<file path="src/rtl/lagarto0_pkg.sv">
// Shared core package: address/line geometry plus instruction-cache refill
// types and constants.
package lagarto0_pkg;

  localparam int ADDR_SIZE           = 32;
  localparam int ICACHE_LINE_SIZE    = 32;
  localparam int ICACHE_OFF_BITS     = 2;
  localparam int ICACHE_REFILL_CNT_W = 32;

  // Clears the byte offset within a cache line.
  localparam logic [ADDR_SIZE-1:0] ILINE_ALIGN =
    ~ADDR_SIZE'((1 << ICACHE_OFF_BITS) - 1);

  typedef enum logic [2:0] {
    IDLE,
    REQ,
    WAIT,
    FILL,
    REPLAY,
    ERR
  } refill_state_e;

endpackage

</file>
<file path="src/rtl/icache_refill.sv">
// Instruction cache miss/refill controller.
//
// state  | meaning
// -------+-----------------------------------------------------------
// IDLE   | tracking lookups; a registered miss stalls fetch
// REQ    | line request presented, waiting for mem_req_ready_i
// WAIT   | request accepted, waiting for the single response
// FILL   | one-cycle write of the returned line into the cache
// REPLAY | one-cycle re-read of the filled index before releasing fetch
// ERR    | bus error reported, held until the pipeline kills it
//
// Ports:
//   clk_i, rst_i                 clock, async active-high reset
//   fetch_valid_i, pc_i, kill_i  fetch lookup and flush
//   hit_i                        cache hit for the previous cycle's lookup
//   cache_pc_o/we_o/inst_o       cache address and fill port
//   stall_o                      fetch hold
//   mem_req_*                    line request (valid/ready)
//   mem_rsp_*                    line response (no backpressure)
//   exc_o, exc_addr_o            instruction access fault
//   miss_cnt_o                   saturating miss counter
module icache_refill #(
  parameter int ADDR_SIZE = lagarto0_pkg::ADDR_SIZE,
  parameter int LINE_SIZE = lagarto0_pkg::ICACHE_LINE_SIZE,
  parameter int OFF_BITS  = 2,
  parameter int CNT_W     = lagarto0_pkg::ICACHE_REFILL_CNT_W
) (
  input  logic                 clk_i,
  input  logic                 rst_i,
  input  logic                 fetch_valid_i,
  input  logic [ADDR_SIZE-1:0] pc_i,
  input  logic                 kill_i,
  input  logic                 hit_i,
  output logic [ADDR_SIZE-1:0] cache_pc_o,
  output logic                 cache_we_o,
  output logic [LINE_SIZE-1:0] cache_inst_o,
  output logic                 stall_o,
  output logic                 mem_req_valid_o,
  input  logic                 mem_req_ready_i,
  output logic [ADDR_SIZE-1:0] mem_req_addr_o,
  input  logic                 mem_rsp_valid_i,
  input  logic [LINE_SIZE-1:0] mem_rsp_data_i,
  input  logic                 mem_rsp_err_i,
  output logic                 exc_o,
  output logic [ADDR_SIZE-1:0] exc_addr_o,
  output logic [CNT_W-1:0]     miss_cnt_o
);
  import lagarto0_pkg::*;

  localparam logic [ADDR_SIZE-1:0] ALIGN_MASK = ~ADDR_SIZE'((1 << OFF_BITS) - 1);

  refill_state_e        state_q;
  logic                 lookup_q;
  logic                 killed_q;
  logic [ADDR_SIZE-1:0] pc_q;
  logic [ADDR_SIZE-1:0] miss_addr_q;
  logic                 miss_det;

  // hit_i refers to the lookup registered in lookup_q/pc_q.
  assign miss_det   = (state_q == IDLE) & lookup_q & ~hit_i & ~kill_i;
  assign stall_o    = (state_q != IDLE) | miss_det;
  assign cache_pc_o = (state_q == FILL) ? miss_addr_q : pc_i;

  always_ff @(posedge clk_i or posedge rst_i) begin
    if (rst_i) begin
      state_q         <= IDLE;
      lookup_q        <= 1'b0;
      killed_q        <= 1'b0;
      pc_q            <= '0;
      miss_addr_q     <= '0;
      mem_req_valid_o <= 1'b0;
      mem_req_addr_o  <= '0;
      cache_we_o      <= 1'b0;
      cache_inst_o    <= '0;
      exc_o           <= 1'b0;
      exc_addr_o      <= '0;
      miss_cnt_o      <= '0;
    end else begin
      lookup_q <= fetch_valid_i & ~kill_i;
      pc_q     <= pc_i;

      case (state_q)
        IDLE: begin
          killed_q <= 1'b0;
          if (miss_det) begin
            miss_addr_q     <= pc_q & ALIGN_MASK;
            mem_req_valid_o <= 1'b1;
            mem_req_addr_o  <= pc_q & ALIGN_MASK;
            if (miss_cnt_o != '1) miss_cnt_o <= miss_cnt_o + CNT_W'(1);
            state_q <= REQ;
          end
        end

        // A kill here only marks the response for discard; the request
        // itself stays valid until accepted.
        REQ: begin
          if (kill_i) killed_q <= 1'b1;
          if (mem_req_ready_i) begin
            mem_req_valid_o <= 1'b0;
            mem_req_addr_o  <= '0;
            state_q         <= WAIT;
          end
        end

        WAIT: begin
          if (mem_rsp_valid_i) begin
            if (killed_q | kill_i) begin
              killed_q <= 1'b0;
              state_q  <= IDLE;
            end else if (mem_rsp_err_i) begin
              exc_o      <= 1'b1;
              exc_addr_o <= miss_addr_q;
              state_q    <= ERR;
            end else begin
              cache_we_o   <= 1'b1;
              cache_inst_o <= mem_rsp_data_i;
              state_q      <= FILL;
            end
          end else if (kill_i) begin
            killed_q <= 1'b1;
          end
        end

        FILL: begin
          cache_we_o   <= 1'b0;
          cache_inst_o <= '0;
          state_q      <= REPLAY;
        end

        REPLAY: state_q <= IDLE;

        ERR: begin
          if (kill_i) begin
            exc_o   <= 1'b0;
            state_q <= IDLE;
          end
        end

        default: state_q <= IDLE;
      endcase
    end
  end

endmodule

</file>
<file path="config.mk">
export PLATFORM = sky130hd
export DESIGN_NAME = icache_refill
export DESIGN_NICKNAME = d
export VERILOG_FILES = /design/src/rtl/lagarto0_pkg.sv /design/src/rtl/icache_refill.sv
export SDC_FILE = /design/constraint.sdc
export NUM_CORES = 1
export LEC_CHECK = 0
export CAP_MARGIN = 10
export CORE_ASPECT_RATIO = 1.75
export CORE_MARGIN = 2
export CORE_UTILIZATION = 42
export DETAILED_ROUTE_END_ITERATION = 12
export HOLD_SLACK_MARGIN = 0.02
export PLACE_DENSITY = 0.76
export SYNTH_ARGS = -nofsm -noshare
export SYNTH_HDL_FRONTEND = slang
export SYNTH_SLANG_ARGS = --single-unit
</file>
<file path="constraint.sdc">
create_clock -name clk_i -period 6.9 [get_ports clk_i]
set_input_delay 1.38 -clock clk_i [delete_from_list [all_inputs] [get_ports clk_i]]
set_output_delay 1.38 -clock clk_i [all_outputs]
set_load 0.03 [all_outputs]
</file>
==> results of run 1 <==
-- report_power, final --
group	leakage (nW)	internal [W]	switching (W)
combinational	2.21	0.000748	0.00100
sequential	2.47	0.00149	0.000246
clock	0.308	0.000659	0.000409
total	4.98	0.00289	0.00166
-- registers in the layout, indices dropped and copies added (netlist names) --
register / count
lookup_q: 1
miss_addr_q: 30
exc_addr_o: 30
pc_q: 30
exc_o: 1
mem_req_addr_o: 30
cache_inst_o: 32
state_q: 3
cache_we_o: 1
killed_q: 1
mem_req_valid_o: 1
miss_cnt_o: 32
-- metrics by stage --
step | total power [W] | hold slack (ps)
after global routing | 0.004778 | 481.8
after detailed placement | 0.003509 | 458.6
after floorplan | 0.002711 | 439.1
final | 0.004551 | 470.4
after CTS | 0.004598 | 469.7
after global placement | 0.003472 | 443.0
-- layout by cell type, fill, tap and decap left out, drive strengths merged, types with 7 or more instances in the layout --
cell type      netlist  final
xnor2               22     22
o21ai               37     37
nand4               16     16
dfrtp              192    192
mux2                61     61
nand3               12     12
clkdlybuf4s50        0    231
inv                  6      7
a22o                30     30
nand2              172    172
nor2                 8      8
clkbuf              24     20
-- cell families after synthesis --
group / Yosys count
AOI/OAI and AO/OA: 86
xor gates and xnor gates: 28
adders and majority gates: 1
buffers and inverters: 43
DFF: 192
muxes: 61
other: 1
and+or+nand+nor: 244
-- final cells by class --
| cell class | instances | area share |
|---|---|---|
| sequential | 192 | 0.4415 |
| multi-input combinational | 424 | 0.2534 |
| timing repair buffer | 237 | 0.2166 |
| clock buffer | 20 | 0.04196 |
| tap | 234 | 0.02690 |
| clock inverter | 10 | 0.01690 |
| inverter | 6 | 0.002759 |
-- worst max-delay path: cells and delay by family (launching register included) --
family	cells	cell delay (ps)
muxes	1	380
buffers and inverters	2	1080
and+or+nand+nor	2	800
DFF	1	580
-- layer usage --
layer,GRT usage,part of all wire,wire (µm),up-vias
met1,0.2306,0.39,7437,2775
met3,0.04549,0.050,969,45
met2,0.3469,0.52,9993,188
met4,0.1029,0.042,814,0
li1,-,-,-,2674
met5,0,0,0,-
-- worst paths after layout --
path	start	cells after the start	endpoint	slack, ps
hold / removal	pc_q[12]	2	miss_addr_q[12]	470
setup reg to reg	state_q[0]	5	mem_req_addr_o[19]	4480
min in group asynchronous	rst_i	2	miss_cnt_o[26]	1540
max in group asynchronous	rst_i	3	mem_req_addr_o[2]	4180
hold reg to reg	pc_q[12]	2	miss_addr_q[12]	470
setup / recovery	state_q[2]	5	cache_pc_o[29]	2240
==> flow_metrics.tcl, run 1 <==
set metrics [dict create \
    hold_path.class "flip-flop to flip-flop" \
    max_slew_margin 0.3282 \
    setup_viol 0 \
    grt_pass1_wl_um 30420 \
    synthesis.area_um2 7725 \
    wire_per_inst_um 17.11 \
    core_um2 18050 \
    fmax_mhz 214.7 \
    status "finished clean" \
    endpoint_kind "output port" \
    path_cells "nor2b_1 -> nand2_2 -> buf_4 -> mux2_2 -> clkdlybuf4s50_1" \
    viasPerCell 5.060 \
    yosys.area_share.simple 0.1493 \
    grt_pass1_vias 5747 \
    synth_xor_area_frac 0.03175 \
    critPathMaxStageDelay_ps 620 \
    max-cap-violations 0 \
    root_buffer "clkbuf_16" \
    fin_ws_ps 2243 \
    clkSlewWorstSetupHoldPaths_ps 70 \
    antenna_found_initial 0 \
    finalWirelength_um 19210 \
    peakVddDrop_v 0.0002583 \
    cts_made_buffers 17 \
    drt-initial-drc-count 341 \
    synth_top_area_share 0.6220 \
    grtUsageTotal 0.2004 \
    dp.cells 1093 \
    vias 5682 \
    synth.largest_area_cell "dfrtp_1" \
    path_max_fanout 36 \
    final_util 0.6028 \
    place.gp.congestion 0.7808 \
    place_ws_ps 2430 \
    rsz0062_at_grt "false" \
    register_area_um2 4805 \
    crit_required_ps 5520 \
    cts_tree "built" \
    hpwl_um 12990 \
    postCtsSetupRepairBufs 0 \
    drc 0 \
    yosys.cell_count.top_type "dfrtp_1" \
    io_pins 236 \
    drv_slew 0 \
    yosys_warnings 0 \
    grt_start_max_net_pins 143 \
    slowest_stage "nand2_2" \
    synth_fa_ha_area_frac 0.001620 \
    hold_viol 0 \
    ys_ff_latch 192 \
    stdcell_area_um2 10880 \
    gr-total-overflow 0 \
    nNetsFinal 951 \
    start_kind "flip-flop" \
    tightest_slew_ps 1005 \
    stdcell_count 1123 \
    ys_seq_area_frac 0.6220 \
    rows 65 \
    detail-route-antenna-nets 0 \
    dieArea_um2 19540 \
    p_per_area_nw_per_um2 418.2 \
    critical_path_arrival_ps 3280 \
    skew_ps 7.530 \
    synth_area_leaders "dfrtp_1, mux2_2, nand2_1" \
    hold_buffers 0 \
    clock-sinks 192 \
    start_util 0.4279 \
    fin_tns_setup_ps 0 \
    synth_compound_area_frac 0.08098 \
    multi_input_comb_area_um2 2758 \
    min_period_ps 4657 \
    synth_mux_area_frac 0.08941 \
    place_area_um2 10240 \
    fill_cells 1452 \
    layout-drive-gt1-share 0.1305 \
    syn_to_final_growth_pct 40.88 \
    avgSynthCellArea_um2 11.78 \
    synth_top_family_by_area "simple AND/OR/NAND/NOR gates" \
    netlist_instances 656 \
    min_period_over_period 0.6749 \
    diodes 0 \
    ys_top_cells_by_count "dfrtp_1, nand2_1, mux2_2, o21ai_0, a22o_1" \
    fp.dieW_um 106.5 \
    drt_pre_antenna_iters 4 \
    synth_flop_cell "dfrtp_1" \
    die_h_um 183.4 \
    clk-insertion-delay-late_ps 420 \
    async_flop_share 1.000 \
    ctsLongestPathBuffers 2 \
    cts_max_level 4 \
    ys_types 49 \
    power_leakage_nw 4.985 \
    worstSetupPathType "flip-flop to output port" \
    post_cts_resized 0 \
    synth_edf_count 0 \
    portBuffers 231 \
]
(Power assumes the default switching activity.)
==> inputs of run 2 (changes only) <==
--- a/config.mk
+++ b/config.mk
@@ -8,10 +8,10 @@
 export CAP_MARGIN = 10
 export CORE_ASPECT_RATIO = 1.75
 export CORE_MARGIN = 2
-export CORE_UTILIZATION = 42
+export CORE_UTILIZATION = 45
 export DETAILED_ROUTE_END_ITERATION = 12
 export HOLD_SLACK_MARGIN = 0.02
-export PLACE_DENSITY = 0.76
+export PLACE_DENSITY = 0.77
 export SYNTH_ARGS = -nofsm -noshare
 export SYNTH_HDL_FRONTEND = slang
 export SYNTH_SLANG_ARGS = --single-unit
==> constraint.sdc (replaced) <==
create_clock -name clk_i -period 4.3 [get_ports clk_i]
set_input_delay 0.86 -clock clk_i [delete_from_list [all_inputs] [get_ports clk_i]]
set_output_delay 0.86 -clock clk_i [all_outputs]
set_load 0.03 [all_outputs]
==> run 2 against run 1 <==
- total power grew 62%
- clock power grew 67%
- register-to-register slack got worse by 2500 ps
- highest routed layer unchanged
- critical path type unchanged
- critical endpoint is now cache_pc_o[18]
- core utilization up 4.6 points
- via count shrank 1.2%
- flip-flop and latch count is the same
- clock skew about the same
==> flow_metrics.tcl, run 2 (synthesis gave the netlist of run 1 again) <==
set metrics [dict create \
    start_util 0.4579 \
    start_kind "flip-flop" \
    min_period_over_period 0.8913 \
    tightest_slew_ps 956.9 \
    hold_buffers 0 \
    path_buf_inv 2 \
    clock-sinks 192 \
    clkSlewWorstSetupHoldPaths_ps 70 \
    drc 0 \
    viasPerCell 5.008 \
    layout-drive-gt1-share 0.1353 \
    cts_max_level 4 \
    peakVddDrop_v 0.0003749 \
    dieArea_um2 18270 \
    fmax_mhz 260.9 \
    hold_viol 0 \
    rsz0062_at_grt "false" \
    power_leakage_nw 5.023 \
    root_buffer "clkbuf_16" \
    antenna_found_initial 0 \
    clk-insertion-delay-late_ps 420 \
    portBuffers 231 \
    final_common_cell "clkdlybuf4s50_1" \
    skew_ps 7.137 \
    vias 5614 \
    wire_per_inst_um 16.95 \
    die_h_um 177.3 \
    drv_slew 0 \
    max_slew_margin 0.3607 \
    fill_cells 1334 \
    detail-route-antenna-nets 0 \
    drt_pre_antenna_iters 5 \
    rows 63 \
    min_period_ps 3833 \
    path_cells "nor2b_1 -> nand2_2 -> buf_4 -> mux2_2 -> clkdlybuf4s50_1" \
    hold_ws_ps 470.3 \
    cts_made_buffers 17 \
    core_um2 16870 \
    postCtsSetupRepairBufs 0 \
    status "finished clean" \
    grtUsageTotal 0.2107 \
    grt_start_max_net_pins 82 \
    path_max_fanout 24 \
    worstSetupPathType "flip-flop to output port" \
    finalWirelength_um 19010 \
    grt_pass1_wl_um 29360 \
    hold_path.class "flip-flop to flip-flop" \
    grt_pass1_vias 5542 \
    p_per_area_nw_per_um2 673.2 \
    mostFrequentLayoutCells "clkdlybuf4s50_1, dfrtp_1, nand2_1, mux2_2, o21ai_0" \
    nNetsFinal 955 \
    slowest_stage "clkdlybuf4s50_1" \
    post_cts_resized 0 \
    endpoint_kind "output port" \
    stdcell_count 1121 \
    hpwl_um 13210 \
    setup_viol 0 \
    critPathMaxStageDelay_ps 660 \
    place.gp.congestion 0.8124 \
    reg2reg_slack_ps 2000 \
    drt-initial-drc-count 159 \
    fin_tns_setup_ps 0 \
    critical_path_arrival_ps 2970 \
    reg.largest.list "cache_inst_o x32, miss_cnt_o x32" \
    cts_tree "built" \
    ctsLongestPathBuffers 2 \
    syn_to_final_growth_pct 41.72 \
    dp.cells 1090 \
    fp.dieW_um 103.0 \
    max-cap-violations 0 \
    diodes 0 \
    io_pins 236 \
    gr-total-overflow 0 \
    cp_top_family "buffers and inverters" \
    crit_required_ps 3440 \
]
-- run 2: metal layers --
layer,vias up,part of all wire,track usage
li1,2676,-,-
met1,2738,0.38,0.2467
met2,168,0.53,0.3661
met3,32,0.054,0.04687
met4,0,0.032,0.08827
met5,-,0,0
-- run 2: final cells by class --
cell class	instances	area (µm²)	area share
sequential	192	4805	0.4389
multi-input combinational	424	2758	0.2519
timing repair buffer	241	2412	0.2203
clock buffer	18	429.2	0.03920
tap	227	284.0	0.02594
clock inverter	13	234.0	0.02137
inverter	6	26.28	0.002400
-- run 2: worst paths after layout --
path	start	endpoint	depth (start not counted)
max	state_q[1]	cache_pc_o[18]	5
min in group asynchronous	rst_i	exc_addr_o[4]	2
max in group asynchronous	rst_i	exc_addr_o[24]	3
max reg2reg	miss_cnt_o[0]	miss_cnt_o[1]	6
min reg2reg	pc_q[2]	miss_addr_q[2]	2
min	pc_q[2]	miss_addr_q[2]	2
-- run 2: power breakdown --
group          switching [W]  leakage, nW  internal [W]  total, W
sequential          0.000396         2.47       0.00238   0.00278
combinational        0.00160         2.23       0.00120   0.00281
clock               0.000692        0.325       0.00109   0.00179
total                0.00269         5.02       0.00468   0.00737
-- run 2: tightest hold or removal path: stages (launching register included) --
cell	delay [ps]
dfrtp_1	350
nand2_1	50
nand2_1	50
-- run 2: metrics by stage --
step	cell area (µm²)	worst slack, ps	total power, W	utilization
finish	10950	467.3	0.007370	0.6490
global placement	10280	899.8	0.005577	0.6097
CTS	10950	433.7	0.007450	0.6490
detailed placement	10280	848.7	0.005633	0.6097
floorplan	7740	963.6	0.004350	-
global route	10950	268.3	0.007736	0.6490
